===== config.mk =====
export PLATFORM = sky130hd
export DESIGN_NAME = sd_cmd_framer_flat
export DESIGN_NICKNAME = d
export VERILOG_FILES = /design/src/rtl/sd_pkg.sv /design/src/rtl/sd_cmd_framer_if.sv /design/src/rtl/sd_crc7.sv /design/src/rtl/sd_cmd_framer.sv /design/src/flat_wrapper.sv
export SDC_FILE = /design/constraint.sdc
export NUM_CORES = 1
export LEC_CHECK = 0
export BUFFER_PORTS_ARGS = -buffer_cell sky130_fd_sc_hd__clkbuf_2
export CAP_MARGIN = 15
export CORE_MARGIN = 1
export CORE_UTILIZATION = 50
export CTS_CLUSTER_DIAMETER = 150
export CTS_CLUSTER_SIZE = 28
export DETAILED_ROUTE_END_ITERATION = 8
export PLACE_DENSITY = 0.83
export SYNTH_ARGS = -nofsm -noshare
export SYNTH_HDL_FRONTEND = slang
export SYNTH_SLANG_ARGS = --single-unit

===== constraint.sdc =====
create_clock -name clk -period 4.6 [get_ports clk]
set_input_delay 0.23 -clock clk [delete_from_list [all_inputs] [get_ports clk]]
set_output_delay 0.23 -clock clk [all_outputs]
set_load 0.03 [all_outputs]

===== src/rtl/sd_pkg.sv =====
// Shared types and constants for the SD SPI-mode command framer.
package sd_pkg;

  localparam int unsigned NCR_MAX_DEFAULT = 8;
  localparam int unsigned CMD_BYTES       = 6;
  localparam int unsigned TRAIL_BYTES     = 4;

  localparam logic [5:0] CMD0   = 6'd0;
  localparam logic [5:0] CMD8   = 6'd8;
  localparam logic [5:0] CMD17  = 6'd17;
  localparam logic [5:0] ACMD41 = 6'd41;
  localparam logic [5:0] CMD55  = 6'd55;
  localparam logic [5:0] CMD58  = 6'd58;

  // R1 bit positions; bit 7 is zero in any valid R1
  localparam int unsigned R1_IDLE        = 0;
  localparam int unsigned R1_ERASE_RESET = 1;
  localparam int unsigned R1_ILLEGAL_CMD = 2;
  localparam int unsigned R1_CRC_ERR     = 3;
  localparam int unsigned R1_ERASE_SEQ   = 4;
  localparam int unsigned R1_ADDR_ERR    = 5;
  localparam int unsigned R1_PARAM_ERR   = 6;
  localparam int unsigned R1_START       = 7;

  typedef enum logic [2:0] {
    IDLE,
    SEND,
    POLL,
    TRAIL,
    FINISH
  } sd_state_e;

  typedef struct packed {
    logic [5:0]  index;
    logic [31:0] arg;
    logic        resp_long;
  } sd_cmd_t;

endpackage


===== src/rtl/sd_cmd_framer_if.sv =====
// Host + SPI byte-engine signals of the command framer; slave = framer view.
interface sd_cmd_framer_if;
  logic        start;
  logic [5:0]  cmd_index;
  logic [31:0] cmd_arg;
  logic        resp_long;
  logic [7:0]  byte_tx;
  logic        byte_go;
  logic        byte_done;
  logic [7:0]  byte_rx;
  logic        busy;
  logic        done;
  logic [7:0]  r1;
  logic [31:0] resp_data;
  logic        timeout;

  modport slave (
    input  start, cmd_index, cmd_arg, resp_long, byte_done, byte_rx,
    output byte_tx, byte_go, busy, done, r1, resp_data, timeout
  );

  modport master (
    output start, cmd_index, cmd_arg, resp_long, byte_done, byte_rx,
    input  byte_tx, byte_go, busy, done, r1, resp_data, timeout
  );
endinterface


===== src/rtl/sd_crc7.sv =====
// Byte-wise CRC7 update, polynomial x^7 + x^3 + 1, data MSB first.
module sd_crc7 (
  input  logic [6:0] crc_in,
  input  logic [7:0] data,
  output logic [6:0] crc_out
);
  logic [6:0] w_crc;
  logic       w_fb;

  always_comb begin
    w_crc = crc_in;
    w_fb  = 1'b0;
    for (int i = 7; i >= 0; i--) begin
      w_fb  = w_crc[6] ^ data[i];
      w_crc = {w_crc[5:0], 1'b0} ^ (w_fb ? 7'h09 : 7'h00);
    end
  end

  assign crc_out = w_crc;
endmodule


===== src/rtl/sd_cmd_framer.sv =====
// SD SPI-mode command framer: sends a 6-byte command, polls for R1, collects R3/R7 trailer.
// Define SD_CRC7_EN to compute the CRC7 byte; otherwise fixed CRC bytes for CMD0/CMD8 are used.
module sd_cmd_framer
  import sd_pkg::*;
#(
  parameter int unsigned NCR_MAX = NCR_MAX_DEFAULT
) (
  input logic           clk,
  input logic           rst_n,
  sd_cmd_framer_if.slave sd
);
  localparam int unsigned CNT_W  = 3;
  localparam int unsigned POLL_W = $clog2(NCR_MAX + 1);

  sd_state_e         r_state;
  sd_cmd_t           r_cmd;
  logic [CNT_W-1:0]  r_cnt;
  logic [POLL_W-1:0] r_poll_cnt;
  logic              r_pending;
  logic              r_byte_go;
  logic [7:0]        r_byte_tx;
  logic              r_busy;
  logic              r_done;
  logic [7:0]        r_r1;
  logic [31:0]       r_resp_data;
  logic              r_timeout;

  logic              w_done_ok;
  logic [CNT_W-1:0]  w_tx_sel;
  logic [7:0]        w_next_tx;
  logic [7:0]        w_crc_byte;
  logic [7:0]        w_hdr [0:4];

  // A byte_done only counts while a transfer is actually outstanding
  assign w_done_ok = sd.byte_done & r_pending;
  assign w_tx_sel  = w_done_ok ? r_cnt + CNT_W'(1) : CNT_W'(0);

  assign w_hdr[0] = {2'b01, r_cmd.index};
  assign w_hdr[1] = r_cmd.arg[31:24];
  assign w_hdr[2] = r_cmd.arg[23:16];
  assign w_hdr[3] = r_cmd.arg[15:8];
  assign w_hdr[4] = r_cmd.arg[7:0];

`ifdef SD_CRC7_EN
  logic [6:0] w_crc [0:5];
  assign w_crc[0] = 7'd0;
  for (genvar g = 0; g < 5; g++) begin : g_crc
    sd_crc7 u_crc7 (
      .crc_in  (w_crc[g]),
      .data    (w_hdr[g]),
      .crc_out (w_crc[g+1])
    );
  end
  assign w_crc_byte = {w_crc[5], 1'b1};
`else
  // Only CMD0 and CMD8 are CRC-checked by the card in SPI mode
  always_comb begin
    w_crc_byte = 8'h01;
    if (r_cmd.index == CMD0)      w_crc_byte = 8'h95;
    else if (r_cmd.index == CMD8) w_crc_byte = 8'h87;
  end
`endif

  always_comb begin
    w_next_tx = 8'hFF;
    case (w_tx_sel)
      3'd0:    w_next_tx = w_hdr[0];
      3'd1:    w_next_tx = w_hdr[1];
      3'd2:    w_next_tx = w_hdr[2];
      3'd3:    w_next_tx = w_hdr[3];
      3'd4:    w_next_tx = w_hdr[4];
      3'd5:    w_next_tx = w_crc_byte;
      default: w_next_tx = 8'hFF;
    endcase
  end

  always_ff @(posedge clk or negedge rst_n) begin
    if (!rst_n) begin
      r_state     <= IDLE;
      r_cmd       <= '0;
      r_cnt       <= '0;
      r_poll_cnt  <= '0;
      r_pending   <= 1'b0;
      r_byte_go   <= 1'b0;
      r_byte_tx   <= 8'hFF;
      r_busy      <= 1'b0;
      r_done      <= 1'b0;
      r_r1        <= 8'hFF;
      r_resp_data <= '0;
      r_timeout   <= 1'b0;
    end else begin
      r_byte_go <= 1'b0;
      r_done    <= 1'b0;
      case (r_state)
        IDLE: begin
          if (sd.start && !r_done) begin
            r_cmd.index     <= sd.cmd_index;
            r_cmd.arg       <= sd.cmd_arg;
            r_cmd.resp_long <= sd.resp_long;
            r_r1            <= 8'h00;
            r_resp_data     <= '0;
            r_timeout       <= 1'b0;
            r_busy          <= 1'b1;
            r_cnt           <= '0;
            r_poll_cnt      <= '0;
            r_state         <= SEND;
          end
        end
        SEND: begin
          if (!r_pending && r_cnt == '0) begin
            r_byte_go <= 1'b1;
            r_byte_tx <= w_next_tx;
            r_pending <= 1'b1;
          end else if (w_done_ok) begin
            r_byte_go <= 1'b1;
            if (r_cnt == CNT_W'(CMD_BYTES - 1)) begin
              r_cnt     <= '0;
              r_byte_tx <= 8'hFF;
              r_state   <= POLL;
            end else begin
              r_cnt     <= r_cnt + CNT_W'(1);
              r_byte_tx <= w_next_tx;
            end
          end
        end
        POLL: begin
          if (w_done_ok) begin
            if (!sd.byte_rx[R1_START]) begin
              r_r1 <= sd.byte_rx;
              if (r_cmd.resp_long) begin
                r_byte_go <= 1'b1;
                r_byte_tx <= 8'hFF;
                r_state   <= TRAIL;
              end else begin
                r_pending <= 1'b0;
                r_state   <= FINISH;
              end
            end else if (r_poll_cnt == POLL_W'(NCR_MAX - 1)) begin
              r_r1      <= 8'hFF;
              r_timeout <= 1'b1;
              r_pending <= 1'b0;
              r_state   <= FINISH;
            end else begin
              r_poll_cnt <= r_poll_cnt + POLL_W'(1);
              r_byte_go  <= 1'b1;
              r_byte_tx  <= 8'hFF;
            end
          end
        end
        TRAIL: begin
          if (w_done_ok) begin
            r_resp_data <= {r_resp_data[23:0], sd.byte_rx};
            if (r_cnt == CNT_W'(TRAIL_BYTES - 1)) begin
              r_cnt     <= '0;
              r_pending <= 1'b0;
              r_state   <= FINISH;
            end else begin
              r_cnt     <= r_cnt + CNT_W'(1);
              r_byte_go <= 1'b1;
              r_byte_tx <= 8'hFF;
            end
          end
        end
        FINISH: begin
          r_done     <= 1'b1;
          r_busy     <= 1'b0;
          r_cnt      <= '0;
          r_poll_cnt <= '0;
          r_state    <= IDLE;
        end
        default: r_state <= IDLE;
      endcase
    end
  end

  assign sd.byte_tx   = r_byte_tx;
  assign sd.byte_go   = r_byte_go;
  assign sd.busy      = r_busy;
  assign sd.done      = r_done;
  assign sd.r1        = r_r1;
  assign sd.resp_data = r_resp_data;
  assign sd.timeout   = r_timeout;
endmodule

===== src/flat_wrapper.sv =====
// flat-port wrapper written by rule: the top's interface ports become plain ports
module sd_cmd_framer_flat import sd_pkg::*;
#(
  parameter int unsigned NCR_MAX = NCR_MAX_DEFAULT
)
  (clk, rst_n, sd_start, sd_cmd_index, sd_cmd_arg, sd_resp_long, sd_byte_done, sd_byte_rx, sd_byte_tx, sd_byte_go, sd_busy, sd_done, sd_r1, sd_resp_data, sd_timeout);
  sd_cmd_framer_if sd_i ();
  input logic clk;
  input logic rst_n;
  input wire logic [$bits(sd_i.start)-1:0] sd_start;
  input wire logic [$bits(sd_i.cmd_index)-1:0] sd_cmd_index;
  input wire logic [$bits(sd_i.cmd_arg)-1:0] sd_cmd_arg;
  input wire logic [$bits(sd_i.resp_long)-1:0] sd_resp_long;
  input wire logic [$bits(sd_i.byte_done)-1:0] sd_byte_done;
  input wire logic [$bits(sd_i.byte_rx)-1:0] sd_byte_rx;
  output wire logic [$bits(sd_i.byte_tx)-1:0] sd_byte_tx;
  output wire logic [$bits(sd_i.byte_go)-1:0] sd_byte_go;
  output wire logic [$bits(sd_i.busy)-1:0] sd_busy;
  output wire logic [$bits(sd_i.done)-1:0] sd_done;
  output wire logic [$bits(sd_i.r1)-1:0] sd_r1;
  output wire logic [$bits(sd_i.resp_data)-1:0] sd_resp_data;
  output wire logic [$bits(sd_i.timeout)-1:0] sd_timeout;
  assign sd_i.start = sd_start;
  assign sd_i.cmd_index = sd_cmd_index;
  assign sd_i.cmd_arg = sd_cmd_arg;
  assign sd_i.resp_long = sd_resp_long;
  assign sd_i.byte_done = sd_byte_done;
  assign sd_i.byte_rx = sd_byte_rx;
  assign sd_byte_tx = sd_i.byte_tx;
  assign sd_byte_go = sd_i.byte_go;
  assign sd_busy = sd_i.busy;
  assign sd_done = sd_i.done;
  assign sd_r1 = sd_i.r1;
  assign sd_resp_data = sd_i.resp_data;
  assign sd_timeout = sd_i.timeout;
  sd_cmd_framer #(.NCR_MAX(NCR_MAX)) u_core (.clk(clk), .rst_n(rst_n), .sd(sd_i));
endmodule

==> results of run 1 <==
cells by family (layout without fill, tap and decap cells):
group                    count (synthesis)  count (layout)  synth area share, %
adder cells (fa/ha/maj)                  6               6                 1.58
multiplexers                            13              13                 2.89
buffers and inverters                   43             136                 4.49
AND/OR/NAND/NOR                        197             197                 18.9
AO/OA/AOI/OAI                          115             115                 18.1
flip-flops                             102             102                 54.0
timing repair:
action                                  in CTS  in global routing
hold endpoints to repair                    54                  0
hold buffers                                 1                  0
endpoints found under the setup margin       0                  0
setup buffers                                0                  0
Yosys cell counts (2+ instances only):
| cell | instances | area (sq um) |
|---|---|---|
| nand4b_1 | 3 | 26.3 |
| o21ai_0 | 7 | 35.0 |
| a22o_1 | 33 | 289 |
| a21oi_2 | 2 | 17.5 |
| nor3_1 | 4 | 20.0 |
| or4_1 | 2 | 15.0 |
| o22ai_1 | 2 | 12.5 |
| nand2_1 | 128 | 480 |
| a31oi_1 | 6 | 37.5 |
| o2bb2ai_1 | 2 | 17.5 |
| nor2b_1 | 4 | 25.0 |
| mux2i_1 | 7 | 70.1 |
| buf_6 | 3 | 33.8 |
| a41oi_1 | 9 | 78.8 |
| and2_1 | 2 | 12.5 |
| ha_1 | 6 | 75.1 |
| o21ai_1 | 3 | 15.0 |
| and3b_1 | 4 | 35.0 |
| o2111ai_1 | 2 | 17.5 |
| nor4_1 | 3 | 18.8 |
| nand3_1 | 7 | 35.0 |
| buf_2 | 12 | 60.1 |
| a21oi_1 | 24 | 120 |
| clkbuf_1 | 13 | 48.8 |
| nor2_1 | 22 | 82.6 |
| a211o_1 | 2 | 17.5 |
| o31ai_1 | 4 | 30.0 |
| buf_4 | 4 | 30.0 |
| o211ai_1 | 2 | 15.0 |
| dfstp_2 | 16 | 420 |
| nand2b_1 | 5 | 31.3 |
| nand3b_1 | 2 | 15.0 |
| inv_1 | 11 | 41.3 |
| a221o_1 | 4 | 40.0 |
| dfrtp_1 | 86 | 2150 |
| mux2_2 | 6 | 67.6 |
| a21o_1 | 2 | 15.0 |
final cells by class:
class | instances | area (sq um) | area share (%)
repair buffers | 109 | 583 | 10.5
clock inverters | 7 | 83.8 | 1.51
multi-input cells | 331 | 1990 | 35.8
clock buffers | 9 | 124 | 2.23
well taps | 129 | 161 | 2.91
inverters | 11 | 41.3 | 0.743
flip-flops and latches | 102 | 2570 | 46.3
power by group:
part           internal [mW]  switching (mW)  leakage (nW)
Clock                  0.220           0.360         0.105
Sequential              1.24           0.317          1.29
Combinational          0.574           0.985          1.38
Total                   2.04            1.66          2.78
layer usage:
metal	GRT usage [%]	wire (microns)	up-vias
li1	-	-	1854
met1	34.8	5230	1904
met2	37.0	5330	137
met3	4.22	666	16
met4	8.48	184	0
met5	0	0	-
per-stage QoR:
| step | cell area, sq um | total power [mW] | hold WS (ns) | worst slack (ns) |
|---|---|---|---|---|
| 2_1_floorplan | 4760 | 2.68 | -0.0656 | 2.35 |
| 3_3_place_gp | 5310 | 3.05 | 0.354 | 1.69 |
| 3_5_place_dp | 5310 | 3.09 | 0.366 | 1.66 |
| 4_1_cts | 5520 | 3.68 | 0.0202 | 1.60 |
| 5_1_grt | 5550 | 3.95 | 0.0385 | 1.36 |
| 6_report | 5550 | 3.70 | 0.0274 | 1.58 |
worst min-delay path, cell delays in order:
cell,delay [ns]
clkbuf_2,0.08
nand2_1,0.04
nand2_1,0.04
state kept, by name (all words and copies together) (netlist names):
register	flops
u_core.sd.timeout	1
u_core.r_pending	1
u_core.r_cnt	3
u_core.sd.busy	1
u_core.r_cmd	39
u_core.sd.r1	8
u_core.r_poll_cnt	4
u_core.sd.byte_go	1
u_core.sd.done	1
u_core.r_state	3
u_core.sd.byte_tx	8
u_core.sd.resp_data	32
placed cells by master, fill, tap and decap left out, drive strengths merged, types with 7 or more instances in the layout:
| cell type | instances |
|---|---|
| nand2 | 129 |
| clkbuf | 110 |
| dfrtp | 86 |
| a22o | 33 |
| a21oi | 26 |
| nor2 | 22 |
| dfstp | 16 |
| inv | 15 |
| o21ai | 10 |
| a41oi | 9 |
| nand3 | 7 |
| mux2i | 7 |
| buf | 7 |
worst max-delay path by stage:
| stage | from | endpoint | slack (ns) | depth (start not counted) |
|---|---|---|---|---|
| detailed placement | u_core.r_cnt[0] | u_core.sd.byte_tx[3] | 1.66 | 7 |
| CTS | u_core.r_cnt[0] | u_core.sd.byte_tx[3] | 1.60 | 7 |
| finish | u_core.r_cnt[0] | u_core.sd.byte_tx[3] | 1.58 | 7 |
| floorplan | u_core.r_cnt[0] | u_core.sd.byte_tx[0] | 2.35 | 8 |
| global placement | u_core.r_cnt[0] | u_core.sd.byte_tx[5] | 1.69 | 7 |
| global route | u_core.r_cnt[0] | u_core.sd.byte_tx[2] | 1.36 | 6 |
==> qor.yml, run 1 <==
outcome:
  status: "finished, final reports clean"
critical_path:
  crit_top_cell: "ha_1"
  critPathSlowestCell: "dfrtp_1"
  rr_endpoint: "u_core.sd.byte_tx[3]"
  cp.arrival_ns: 3.34
  critical_path.cell_chain: "ha_1 > inv_1 > ha_1 > nor3b_1 > o2bb2ai_1 > a221o_1 > mux2_2"
  crit_required_ns: 4.92
  crit_type: "reg2reg"
  crit_family: "flip-flops"
  endpoint_kind: "flip-flop"
  reg2reg_slack_ns: 1.58
  r2r_start: "u_core.r_cnt[0]"
  critPathBufInv: 1
  critPathLaunchType: "flip-flop"
  cp_max_fo: 25
  slowest_delay_ns: 0.93
  worstRegToRegCells: 7
clock_tree:
  path_clk_slew_ns: 0.11
  post_cts_resized: 0
  clk_latency_ns: 0.38
  cts_root_buf: "clkbuf_8"
  cts_tree: "built"
  clock_sinks: 102
  cts_max_level: 3
  clockBufferDepth: 2
  cts_made_buffers: 9
timing:
  grt_setup_unrepaired: "false"
  fin_crit_sh_pct: 65.7
  setup_violations: 0
  finalMaxSlewViolations: 0
  fmaxAchievable_mhz: 331
  worst_pin_slew_ns: 0.872
  setup_total_negative_slack_ns: 0
  maxSlewHeadroom_pct: 41.8
  fin_crit_ns: 3.02
  hold_violations: 0
  timing.clock.skew_ns: 0.0147
layout:
  antenna_cells: 0
  drive_gt1_share_pct: 27.4
  nets: 621
  utilization_pct: 60.1
  n_fill_cell: 787
  finalNonFillerCells: 698
  areaGrowthSynthToFinish_pct: 16.7
grt:
  grt_pass1_vias: 3737
  grt_use_total_pct: 24.1
  grt_antenna_before_repair: 0
  grt_max_degree: 64
  grt_overflow: 0
  grt_pass1_wl_mm: 18.6
yosys:
  syn_avg_cell_area_sq_um: 10.0
  synth_ff_type: "dfrtp_1"
  ys_ff_latch: 102
  ys_async_sr_fraction_pct: 100
  ys_seq_area_share_pct: 54.0
  synth_cell_type_count: 59
  synth_area_sq_um: 4760
  synth_edf_count: 0
  syn_nets: 533
  synth_cells: 476
  synth_warnings: 0
worst_hold_path:
  hold_class: "in2reg"
  whs_path_depth: 3
  hold_end: "u_core.r_cmd[2]"
  hold_start: "sd_cmd_arg[1]"
floorplanning:
  core-area_sq_um: 9240
  die_h_microns: 99.6
  die_w_microns: 99.6
  ios: 103
  initial_core_util_pct: 51.5
  die_area_sq_um: 9920
  rows: 35
detailed_routing:
  vias: 3911
  drc_errors: 0
  post_drt_via_cell_ratio: 5.60
  drt_iter0_markers: 279
  detail_route.first_pass.iterations: 5
  wl_per_cell_microns: 16.3
  wirelength_mm: 11.4
  postRouteAntennaNets: 0
pwr:
  powerDensity_nw_per_um2: 666
  p_leak_nw: 2.78
  ir_drop_v: 0.000338
place:
  place.detailed.hpwl_mm: 7.86
  dp.cells: 679
  gp_congestion: 0.838
  portBuffers: 102
run:
  drv_cap: 0
Power figures use the tool's default switching activity.
==> run 2, diff against run 1 <==
- clock period: 4.6 -> 2.9 ns (I/O delays scaled with it)
==> qor.yml, run 2 (synthesized netlist as in run 1, its figures left out) <==
outcome:
  status: "finished, final reports clean"
timing:
  worst_pin_slew_ns: 0.718
  setup_violations: 0
  hold_slack_ns: 0.00921
  fin_crit_ns: 2.38
  finalMaxSlewViolations: 0
  grt_setup_unrepaired: "false"
  fmaxAchievable_mhz: 421
  maxSlewHeadroom_pct: 52.0
  hold_violations: 0
  timing.clock.skew_ns: 0.0122
  setup_total_negative_slack_ns: 0
  fin_crit_sh_pct: 82.0
place:
  place.detailed.hpwl_mm: 8.14
  placed_area_sq_um: 5340
  gp_congestion: 0.961
  portBuffers: 102
layout:
  nets: 662
  mostFrequentLayoutCells: "nand2_1 (128), clkbuf_2 (101), dfrtp_1 (86)"
  postLayoutCellArea_sq_um: 5930
  n_fill_cell: 742
  largest_reg_flops: 39
  final_common_cell: "nand2_1"
  regArea_sq_um: 2570
  multi_input_area_sq_um: 1990
  utilization_pct: 64.2
  antenna_cells: 0
  drive_gt1_share_pct: 25.9
  top_register: "u_core.r_cmd"
  areaGrowthSynthToFinish_pct: 24.7
grt:
  grt_max_degree: 45
  grt_pass1_wl_mm: 20.1
  grt_overflow: 0
  grt_use_total_pct: 25.8
  grt_pass1_vias: 4135
  grt_antenna_before_repair: 0
floorplanning:
  die_area_sq_um: 9920
  core-area_sq_um: 9240
  initial_core_util_pct: 51.5
  ios: 103
  rows: 35
  die_h_microns: 99.6
  die_w_microns: 99.6
pwr:
  swShare_pct: 44.8
  seqPwrFrac_pct: 41.5
  powerDensity_nw_per_um2: 991
  p_int_mw: 3.25
  p_leak_nw: 2.94
  clkPwrFrac_pct: 15.1
  ir_drop_v: 0.000483
  p_sw_mw: 2.64
  comb_power_share_pct: 43.5
clock_tree:
  cts_root_buf: "clkbuf_8"
  clockBufferDepth: 2
  postCtsSetupBuffers: 0
  clk_latency_ns: 0.37
  clock_sinks: 102
  cts_tree: "built"
  cts_max_level: 3
  postCtsHoldBufs: 40
  cts_made_buffers: 9
  path_clk_slew_ns: 0.11
  post_cts_resized: 0
detailed_routing:
  drc_errors: 0
  post_drt_via_cell_ratio: 5.58
  detail_route.first_pass.iterations: 5
  wl_per_cell_microns: 16.4
  wirelength_mm: 12.1
  drt_iter0_markers: 315
  vias: 4125
  postRouteAntennaNets: 0
critical_path:
  endpoint_kind: "flip-flop"
  crit_required_ns: 3.22
  reg2reg_slack_ns: 0.52
  cp.arrival_ns: 2.70
  worstRegToRegCells: 7
  rr_endpoint: "u_core.sd.byte_tx[3]"
  cp_max_fo: 17
  crit_start: "u_core.r_cnt[1]"
  crit_type: "reg2reg"
  r2r_start: "u_core.r_cnt[1]"
  critPathLaunchType: "flip-flop"
run:
  drv_cap: 0
worst_hold_path:
  hold_class: "in2reg"
  whs_path_depth: 3
  hold_end: "u_core.sd.r1[4]"
  hold_start: "sd_byte_rx[4]"
==> run 2: critical path: stages (launching register included) <==
cell and delay (ns):
dfrtp_1 0.38, ha_1 0.19, inv_1 0.05, ha_1 0.58
nor3b_1 0.61, o2bb2ai_1 0.20, a221o_1 0.17, mux2_2 0.14
==> run 2: worst max path at each step <==
stage / slack [ns] / endpoint
floorplan: 0.65 / u_core.sd.byte_tx[0]
global placement: 0.64 / u_core.sd.byte_tx[5]
detailed placement: 0.56 / u_core.sd.byte_tx[3]
CTS: 0.53 / u_core.sd.byte_tx[3]
global route: 0.39 / u_core.sd.byte_tx[3]
finish: 0.52 / u_core.sd.byte_tx[3]
==> run 2: per-stage QoR <==
step / total power, mW / setup WS, ns / instances
6_report: 5.88 / 0.523 / 739
3_3_place_gp: 4.84 / 0.644 / 683
5_1_grt: 6.27 / 0.394 / 739
4_1_cts: 5.87 / 0.527 / 739
3_5_place_dp: 4.94 / 0.556 / 683
2_1_floorplan: 4.25 / 0.646 / 476
==> run 2: final cells by class <==
| cell class | instances | area share (%) |
|---|---|---|
| inverter | 11 | 0.696 |
| tap | 129 | 2.72 |
| clock inverter | 7 | 1.24 |
| sequential | 102 | 43.3 |
| multi-input combinational | 331 | 33.5 |
| clock buffer | 9 | 2.09 |
| timing repair buffer | 150 | 16.4 |
==> run 2: power by group through the flow <==
stage | Clock (mW) | Sequential, mW | Combinational [mW]
4_1_cts | 0.901 | 2.43 | 2.54
3_3_place_gp | 0 | 2.44 | 2.40
5_1_grt | 0.959 | 2.50 | 2.81
6_report | 0.888 | 2.44 | 2.56
3_5_place_dp | 0 | 2.45 | 2.49
2_1_floorplan | 0 | 2.61 | 1.64
==> run 2: layer usage <==
layer | routed length [microns] | track usage [%] | part of all wire (%)
met1 | 5360 | 34.7 | 44
met2 | 5710 | 40.3 | 47
met3 | 636 | 4.36 | 5.2
met4 | 410 | 13.5 | 3.4
met5 | 0 | 0 | 0
==> run 3, diff against run 2 <==
- ABC_AREA: unset -> 1
- clock period: 2.9 -> 2.2 ns (I/O delays scaled with it)
==> qor.yml, run 3 <==
yosys:
  synth_top_area_cell: "dfrtp_1"
  syn_nets: 654
  syn_avg_cell_area_sq_um: 8.02
  ys_seq_area_share_pct: 53.8
  ys_async_sr_fraction_pct: 100
  netlist_top_cells_area: "dfrtp_1 (45%), nand2_1 (17%), dfstp_2 (8.8%)"
  synth_ff_type: "dfrtp_1"
  synth.most_common_cell: "nand2_1"
  synth_cells: 597
  synthTopCellsByCount: "nand2_1 (213), dfrtp_1 (86), inv_1 (68)"
  synth_edf_count: 0
  synth_cell_type_count: 30
  ys_ff_latch: 102
  synth_area_sq_um: 4790
  synth_warnings: 0
  yosysTopAreaCellShare_pct: 45.0
worst_hold_path:
  hold_start: "sd_byte_rx[1]"
  whs_path_depth: 3
  hold_class: "in2reg"
  hold_end: "u_core.sd.resp_data[1]"
critical_path:
  crit_top_cell: "nand2_1"
  crit_type: "reg2reg"
  crit_family: "simple AND/OR/NAND/NOR gates"
  critPathBufInv: 2
  reg2reg_slack_ns: 0.19
  slowest_delay_ns: 0.40
  crit_start: "u_core.r_cnt[0]"
  worstRegToRegCells: 10
  cp_max_fo: 14
  crit_required_ns: 2.51
  critical_path.cell_chain: "buf_4 > inv_1 > ha_1 > o21ai_4 > nand2_1 > nor2_1 > nor2_1 > nand3_1 > nand2_1 > nand2_1"
  rr_endpoint: "u_core.sd.byte_tx[0]"
  critPathSlowestCell: "dfrtp_1"
  cp.arrival_ns: 2.33
  endpoint_kind: "flip-flop"
  critPathLaunchType: "flip-flop"
  r2r_start: "u_core.r_cnt[0]"
clock_tree:
  path_clk_slew_ns: 0.11
  cts_made_buffers: 9
  cts_max_level: 3
  cts_tree: "built"
  clock_sinks: 102
  cts_root_buf: "clkbuf_8"
  clk_latency_ns: 0.37
  clockBufferDepth: 2
timing:
  finalMaxSlewViolations: 0
  hold_violations: 0
  fmaxAchievable_mhz: 497
  setup_total_negative_slack_ns: 0
  fin_crit_ns: 2.01
  worst_slack_ns: 0.187
  maxSlewHeadroom_pct: 74.8
  worst_pin_slew_ns: 0.377
  setup_violations: 0
  fin_crit_sh_pct: 91.5
  grt_setup_unrepaired: "false"
  timing.clock.skew_ns: 0.0144
grt:
  grt_pass1_wl_mm: 21.2
  grt_pass1_vias: 4391
  grt_antenna_before_repair: 0
  grt_max_degree: 54
  grt_overflow: 0
  grt_use_total_pct: 27.1
detailed_routing:
  detail_route.first_pass.iterations: 7
  wirelength_mm: 12.6
  postRouteAntennaNets: 0
  post_drt_via_cell_ratio: 5.20
  wl_per_cell_microns: 14.3
  drc_errors: 0
  drt_iter0_markers: 350
  vias: 4568
layout:
  final_common_cell: "nand2_1"
  nets: 802
  areaGrowthSynthToFinish_pct: 28.6
  n_fill_cell: 724
  top_register: "u_core.r_cmd"
  mostFrequentLayoutCells: "nand2_1 (212), clkbuf_2 (101), dfrtp_1 (86)"
  largest_reg_flops: 39
  drive_gt1_share_pct: 22.4
  antenna_cells: 0
place:
  place.detailed.hpwl_mm: 8.64
  portBuffers: 102
  post-place-ws_ns: 0.157
  gp_congestion: 0.875
run:
  drv_cap: 0
outcome:
  status: "finished, final reports clean"
floorplanning:
  die_w_microns: 99.8
  core-area_sq_um: 9240
  die_h_microns: 99.8
  initial_core_util_pct: 51.8
  die_area_sq_um: 9970
  ios: 103
  rows: 35
pwr:
  powerDensity_nw_per_um2: 1160
  p_leak_nw: 3.22
  ir_drop_v: 0.000491
==> run 3: cell types whose count changed in the layout (fill, tap and decap cells not counted), moves of 7 or more <==
cell     change
o22ai_1     +31
a21oi_1     -18
nand3_1     +40
nor2_1      +28
o21ai_1     +13
a22o_1      -33
nand2_1     +84
inv_1       +56
inv_2       +10
mux2i_1      -7
a41oi_1      -9
==> run 3: final cells by class <==
class                   count  area (sq um)  area share [%]
clock buffers               9           124            2.01
clock inverters             7          77.6            1.26
flip-flops and latches    102          2570            41.8
inverters                  78           297            4.82
well taps                 129           161            2.62
repair buffers            156          1070            17.4
multi-input cells         398          1850            30.1
==> run 3: how the worst max path moves through the flow <==
stage | to | slack (ns) | cells past startpoint
floorplan | u_core.sd.byte_tx[4] | 0.26 | 11
global placement | u_core.sd.byte_tx[0] | 0.20 | 10
detailed placement | u_core.sd.byte_tx[0] | 0.16 | 11
CTS | u_core.sd.byte_tx[0] | 0.13 | 11
global route | u_core.sd.byte_tx[0] | 0.03 | 11
finish | u_core.sd.byte_tx[0] | 0.19 | 10
==> run 3: per-layer routing <==
| layer | track usage, % | part of all wire [%] | wire [microns] |
|---|---|---|---|
| met5 | 0 | 0 | 0 |
| met4 | 12.1 | 3.3 | 415 |
| met3 | 3.83 | 5.3 | 669 |
| met2 | 41.9 | 47 | 5880 |
| met1 | 38.4 | 45 | 5620 |
==> run 3: worst register-to-register path, delay by kind of cell (launching register included) <==
| kind | cells | cell delay (ns) |
|---|---|---|
| AO/OA/AOI/OAI | 1 | 0.38 |
| adder cells (fa/ha/maj) | 1 | 0.36 |
| flip-flops | 1 | 0.40 |
| AND/OR/NAND/NOR | 6 | 0.48 |
| buffers and inverters | 2 | 0.34 |
==> run 3: repair_timing <==
item / CTS / global route
hold buffers: 45 / 0
buffers inserted: 0 / 0
endpoints found under the hold margin: 70 / 0
resized for setup: 0 / 8
setup endpoints to repair: 0 / 8
==> run 3: power by group <==
part / switching (mW) / total, mW / internal [mW]
Combinational: 2.06 / 3.04 / 0.980
Clock: 0.731 / 1.18 / 0.449
Sequential: 0.424 / 2.91 / 2.49
==> run 3: kinds of logic (layout without fill, tap and decap cells) <==
group / count (synthesis) / after routing / share of synthesized area [%]
AND/OR/NAND/NOR: 328 / 328 / 28.3
flip-flops: 102 / 102 / 53.8
buffers and inverters: 97 / 250 / 8.16
AO/OA/AOI/OAI: 63 / 63 / 8.08
adder cells (fa/ha/maj): 6 / 6 / 1.57
XOR/XNOR: 1 / 1 / 0.183
==> run 3: metrics by stage <==
| stage | hold WS, ns | total power [mW] | instances | util, % | instance area [sq um] |
|---|---|---|---|---|---|
| finish | 0.00619 | 7.13 | 879 | 66.6 | 6150 |
| global route | 0.00326 | 7.65 | 879 | 66.6 | 6150 |
| CTS | 0.00227 | 7.03 | 879 | 66.2 | 6120 |
| detailed placement | 0.0438 | 5.80 | 818 | 59.2 | 5470 |
| global placement | 0.0364 | 5.69 | 818 | 59.2 | 5470 |
| floorplan | -0.186 | 4.94 | 597 | - | 4790 |
